$ cat config.mk
export PLATFORM = sky130hd
export DESIGN_NAME = muler_pipe
export DESIGN_NICKNAME = d
export VERILOG_FILES = /design/src/rtl/mul_pkg.sv /design/src/rtl/muler_slice.sv /design/src/rtl/muler_pipe.sv
export SDC_FILE = /design/constraint.sdc
export NUM_CORES = 2
export LEC_CHECK = 0
export ABC_AREA = 0
export CAP_MARGIN = 10
export CORE_ASPECT_RATIO = 0.8
export CORE_MARGIN = 2
export CORE_UTILIZATION = 40
export DETAILED_ROUTE_END_ITERATION = 12
export SYNTH_ARGS = -nofsm -noshare
export SYNTH_HDL_FRONTEND = slang
export SYNTH_SLANG_ARGS = --single-unit
$ cat constraint.sdc
create_clock -name clk -period 18.95 [get_ports clk]
set_input_delay 1.895 -clock clk [delete_from_list [all_inputs] [get_ports clk]]
set_output_delay 1.895 -clock clk [all_outputs]
set_load 0.005 [all_outputs]
$ cat src/rtl/mul_pkg.sv
// Shared types and operand-signedness helpers for the pipelined multiplier.
package mul_pkg;

    typedef enum logic [1:0] {
        MUL    = 2'd0,
        MULH   = 2'd1,
        MULHU  = 2'd2,
        MULHSU = 2'd3
    } mul_op_t;

    // Every op except MUL returns the upper half of the product.
    function automatic logic is_high(input mul_op_t op);
        return (op != MUL);
    endfunction

    // Operand A is treated as two's complement for MULH and MULHSU.
    function automatic logic a_signed(input mul_op_t op);
        return (op == MULH) || (op == MULHSU);
    endfunction

    // Operand B is treated as two's complement for MULH only.
    function automatic logic b_signed(input mul_op_t op);
        return (op == MULH);
    endfunction

endpackage

$ cat src/rtl/muler_slice.sv
// One unsigned SLICE x WIDTH partial product, intended to map onto a DSP block.
(* use_dsp = "yes" *)
module muler_slice #(
    parameter int SLICE = 16,
    parameter int WIDTH = 32
) (
    input  logic [SLICE-1:0]       i_a,
    input  logic [WIDTH-1:0]       i_b,
    output logic [SLICE+WIDTH-1:0] o_prod
);

    // Both operands zero-extended to the product width so nothing is truncated.
    assign o_prod = {{WIDTH{1'b0}}, i_a} * {{SLICE{1'b0}}, i_b};

endmodule

$ cat src/rtl/muler_pipe.sv
// Two-stage pipelined integer multiplier (EX -> M1 -> M2) with per-stage
// valid tracking, stalls, flushes and signed/unsigned high-half ops.
module muler_pipe
    import mul_pkg::*;
#(
    parameter int WIDTH = 32,
    parameter int SLICE = 16
) (
    input  logic             clk,
    input  logic             rst_n,
    input  mul_op_t          op_i,
    input  logic             valid_i,
    input  logic             ex_stall_i,
    input  logic             m1_stall_i,
    input  logic             m2_stall_i,
    input  logic             m1_flush_i,
    input  logic             m2_flush_i,
    input  logic [WIDTH-1:0] r0_i,
    input  logic [WIDTH-1:0] r1_i,
    output logic [WIDTH-1:0] result_o,
    output logic             valid_o
);

    localparam int NSLICE = WIDTH / SLICE;
    localparam int PP_W   = SLICE + WIDTH;

    if (WIDTH % SLICE != 0) begin : g_bad_slice
        $error("muler_pipe: WIDTH must be a multiple of SLICE");
    end

    // ---------------- EX: partial products and sign correction
    logic [PP_W-1:0]    w_pp [NSLICE];
    logic [WIDTH-1:0]   w_hfix;
    logic               w_hi;

    for (genvar k = 0; k < NSLICE; k++) begin : g_slice
        muler_slice #(
            .SLICE (SLICE),
            .WIDTH (WIDTH)
        ) u_slice (
            .i_a    (r0_i[k*SLICE +: SLICE]),
            .i_b    (r1_i),
            .o_prod (w_pp[k])
        );
    end

    assign w_hi = is_high(op_i);

    // Upper-half correction turning the unsigned product into the signed one.
    always_comb begin
        w_hfix = '0;
        if (a_signed(op_i) && r0_i[WIDTH-1]) begin
            w_hfix = w_hfix - r1_i;
        end
        if (b_signed(op_i) && r1_i[WIDTH-1]) begin
            w_hfix = w_hfix - r0_i;
        end
    end

    // ---------------- M1 registers
    logic [PP_W-1:0]  r_pp_p1 [NSLICE];
    logic [WIDTH-1:0] r_hfix_p1;
    logic             r_hi_p1;
    logic             r_vld_p1;

    // M1 capture: flush clears valid even while stalled; data only moves when not stalled.
    always_ff @(posedge clk) begin
        if (!rst_n) begin
            r_vld_p1  <= 1'b0;
            r_hi_p1   <= 1'b0;
            r_hfix_p1 <= '0;
            for (int k = 0; k < NSLICE; k++) begin
                r_pp_p1[k] <= '0;
            end
        end else begin
            if (m1_flush_i) begin
                r_vld_p1 <= 1'b0;
            end else if (!m1_stall_i) begin
                r_vld_p1 <= valid_i & ~ex_stall_i;
            end
            if (!m1_stall_i) begin
                r_hi_p1   <= w_hi;
                r_hfix_p1 <= w_hfix;
                for (int k = 0; k < NSLICE; k++) begin
                    r_pp_p1[k] <= w_pp[k];
                end
            end
        end
    end

    // ---------------- M1 -> M2: adder tree, wraps mod 2^(2W)
    logic [2*WIDTH-1:0] w_full;
    logic [2*WIDTH-1:0] w_ext;

    // Sum of shifted partial products plus the sign correction in the upper half.
    always_comb begin
        w_full = {r_hfix_p1, {WIDTH{1'b0}}};
        w_ext  = '0;
        for (int k = 0; k < NSLICE; k++) begin
            w_ext           = '0;
            w_ext[PP_W-1:0] = r_pp_p1[k];
            w_full          = w_full + (w_ext << (k*SLICE));
        end
    end

    logic [2*WIDTH-1:0] r_full_p2;
    logic               r_hi_p2;
    logic               r_vld_p2;

    // M2 capture: a stalled M1 hands over a bubble; flush clears valid but holds data.
    always_ff @(posedge clk) begin
        if (!rst_n) begin
            r_vld_p2  <= 1'b0;
            r_hi_p2   <= 1'b0;
            r_full_p2 <= '0;
        end else begin
            if (m2_flush_i) begin
                r_vld_p2 <= 1'b0;
            end else if (!m2_stall_i) begin
                r_vld_p2 <= r_vld_p1 & ~m1_stall_i;
            end
            if (!m2_stall_i) begin
                r_hi_p2   <= r_hi_p1;
                r_full_p2 <= w_full;
            end
        end
    end

    assign result_o = r_hi_p2 ? r_full_p2[2*WIDTH-1:WIDTH] : r_full_p2[WIDTH-1:0];
    assign valid_o  = r_vld_p2;

    // A held M2 must never let M1 advance into it.
    a_stall_order: assert property (@(posedge clk) disable iff (!rst_n)
                                    m2_stall_i |-> m1_stall_i);

endmodule
==> qor.csv <==
metric;value;unit
postSynth.asyncResetShare;0;
hpwl;110000;um
syn_avg_cell_area;8.66;sq um
worst_pin_slew;1.28;ns
tns;0;ns
ff2ff_path_depth;12;
required;19.15;ns
finalNetCount;6429;
area_growth_syn_to_layout;6.28;%
ys_types;86;
fill_cells;11400;
via_count;35600;
dpl_cell_area;0.0479;sq mm
cts.sink_count;196;
cts-root-buf;clkbuf_16;
place_congestion;0.909;
grt_overflow;0;
layout_setup_ws;9.74;ns
clkSlewWorstSetupHoldPaths;0.08;ns
grt_pass1_vias;37700;
initial_core_util;0.404;
coreArea;0.113;sq mm
synth_ff_type;dfxtp_1;
synthCells;5273;
worstHoldPathCells;1;
fin_crit_sh;0.486;
stdcell_area;0.0485;sq mm
io-pin-count;107;
holdCritPathClass;register to register;
drtIter0Drc;2552;
drc;0;
synth_warnings;0;
port_buffers;106;
fmax;0.109;GHz
wl;142000;um
ctsResizeCount;0;
synth_fp_nets;6550;
dieWidth;382;um
ys_seq_area_frac;0.107;
dp_slack;9.51;ns
grt_pass1_wl;226000;um
dieArea;0.117;sq mm
period_minus_slack;9.21;ns
end_kind;register;
cts_setup_buffers;0;
cp-start-kind;input port;
cts_made_buffers;17;
maxCapViolations;0;
synth_area;0.0457;sq mm
detail_route.wl_per_cell;21.2;um
slew_viol_final;0;
finalHoldViolations;0;
cts_tree;done;
dr.pass1.iters;5;
worstSetupPathType;input port to register;
antenna_found_initial;7;
ys_seq_elements;196;
die_y;306;um
drive_above_1_share;0.0345;
clockBufferDepth;2;
grt.total_usage;0.251;
synth_edf_count;96;
setup_viol;0;
htreeDepth;4;
std_cell_rows;110;
rsz0062_at_grt;no;
grt_max_degree;96;
avgViaCountPerCell;5.33;
skew;0.0109;ns
cts_hold_buf;0;
detail-route-antenna-nets;0;
slew_headroom;0.134;
insertion_delay;0.47;ns
outcome;complete, no violations;
critPathMaxFanout;21;
worstPathArrival;9.41;ns
## cells by family (layout without fill, tap and decap cells)
group | after synthesis | after routing | share of synthesized area
buffers and inverters | 1270 | 1162 | 0.105
adders and majority gates | 1203 | 1203 | 0.470
DFF | 196 | 196 | 0.107
AOI/OAI and AO/OA | 652 | 652 | 0.0927
xor gates and xnor gates | 160 | 160 | 0.0307
muxes | 59 | 59 | 0.0138
and+or+nand+nor | 1733 | 1733 | 0.181
other | 0 | 2 | 0
## layer usage
layer  wire length, um  share of wire  global-route usage  vias up
met3              8910          0.063              0.0325      132
li1                  -              -                   -    16000
met2             64000           0.45               0.401     1127
met1             65000           0.46               0.358    18300
met5                12       0.000085                   0        -
met4              3910          0.028              0.0651        2
## cells in the final DEF (no fill, tap or decap), types with 19 or more instances in the layout
master             n
a21o_1           104
a21oi_1          186
a31oi_1           21
and2_1           440
and3_1            19
buf_4             74
clkdlybuf4s50_1  100
dfxtp_1          100
edfxtp_1          96
fa_1             854
ha_1             349
inv_1            949
mux2_2            33
mux2i_1           26
nand2_1          778
nand3_1           57
nand4_1           27
nor2_1           239
nor2b_1           42
nor3_1            52
o21a_1            23
o21ai_0          135
o21bai_1          29
xnor2_1           96
xor2_1            64
## through the flow
stage	hold slack [ns]	utilization	std cells
CTS	0.504	0.430	6677
floorplan	0.440	-	5273
global placement	0.477	0.425	6645
finish	0.500	0.430	6679
global route	0.510	0.430	6679
detailed placement	0.487	0.425	6645
## sequential cells by signal (all words and copies together) (netlist names)
register,count
r_pp_p1,96
r_full_p2,64
r_hfix_p1,32
r_hi_p2,1
valid_o,1
r_hi_p1,1
r_vld_p1,1
## synth_stat cells, drive strengths merged (13+ instances only)
library cell  number  area [sq um]
buf               33           135
o21ai            142           711
o31ai             16           130
xor2              64           561
o21bai            29           218
nand2b            16           100
o21a              23           173
dfxtp            100          2000
fa               854         17100
or3               13          86.3
and2             441          2760
nand2            780          2930
nor3              54           287
and3              19           119
mux2              33           372
nor2             240           903
a21o             104           781
ha               349          4370
a21oi            189           965
nor2b             43           269
clkbuf           286          1070
o211ai            15           113
a31oi             21           131
inv              950          3570
nand3             57           285
edfxtp            96          2880
xnor2             96           841
nand4             27           169
a211oi            13           103
mux2i             26           260
## final cells by class
class	instances	area, sq um	share of cell area
Clock buffer	17	425	0.00877
Multi-Input combinational cell	3807	36000	0.742
Tap cell	1512	1890	0.0390
Clock inverter	15	166	0.00343
Inverter	951	3570	0.0736
Sequential cell	196	4880	0.101
Timing Repair Buffer	179	1580	0.0326
Antenna cell	2	5.00	0.000103
## critical path, cell delays in order
cell	delay (ns)
clkdlybuf4s50_1	0.45
buf_4	0.31
inv_1	0.47
nor2_1	0.28
fa_1	0.46
fa_1	0.40
fa_1	0.53
fa_1	0.43
fa_1	0.49
inv_1	0.05
fa_1	0.47
inv_1	0.04
ha_1	0.36
a21o_1	0.20
a21oi_1	0.15
o21ai_0	0.14
or2_2	0.33
o311ai_1	1.03
nand4b_1	0.32
a41oi_1	0.33
xor2_1	0.17
nor2_1	0.06
## final timing paths
path                  startpoint              to  slack [ns]
hold reg to reg    r_hfix_p1[16]   r_hfix_p1[16]        0.50
hold / removal     r_hfix_p1[16]   r_hfix_p1[16]        0.50
setup / recovery         r1_i[1]  r_pp_p1[0][44]        9.74
setup reg to reg  r_pp_p1[0][17]   r_full_p2[55]       15.09
Power is left out: the tool's default activity adds up to more than one toggle a clock period on the data nets, which glitch-free logic cannot reach.
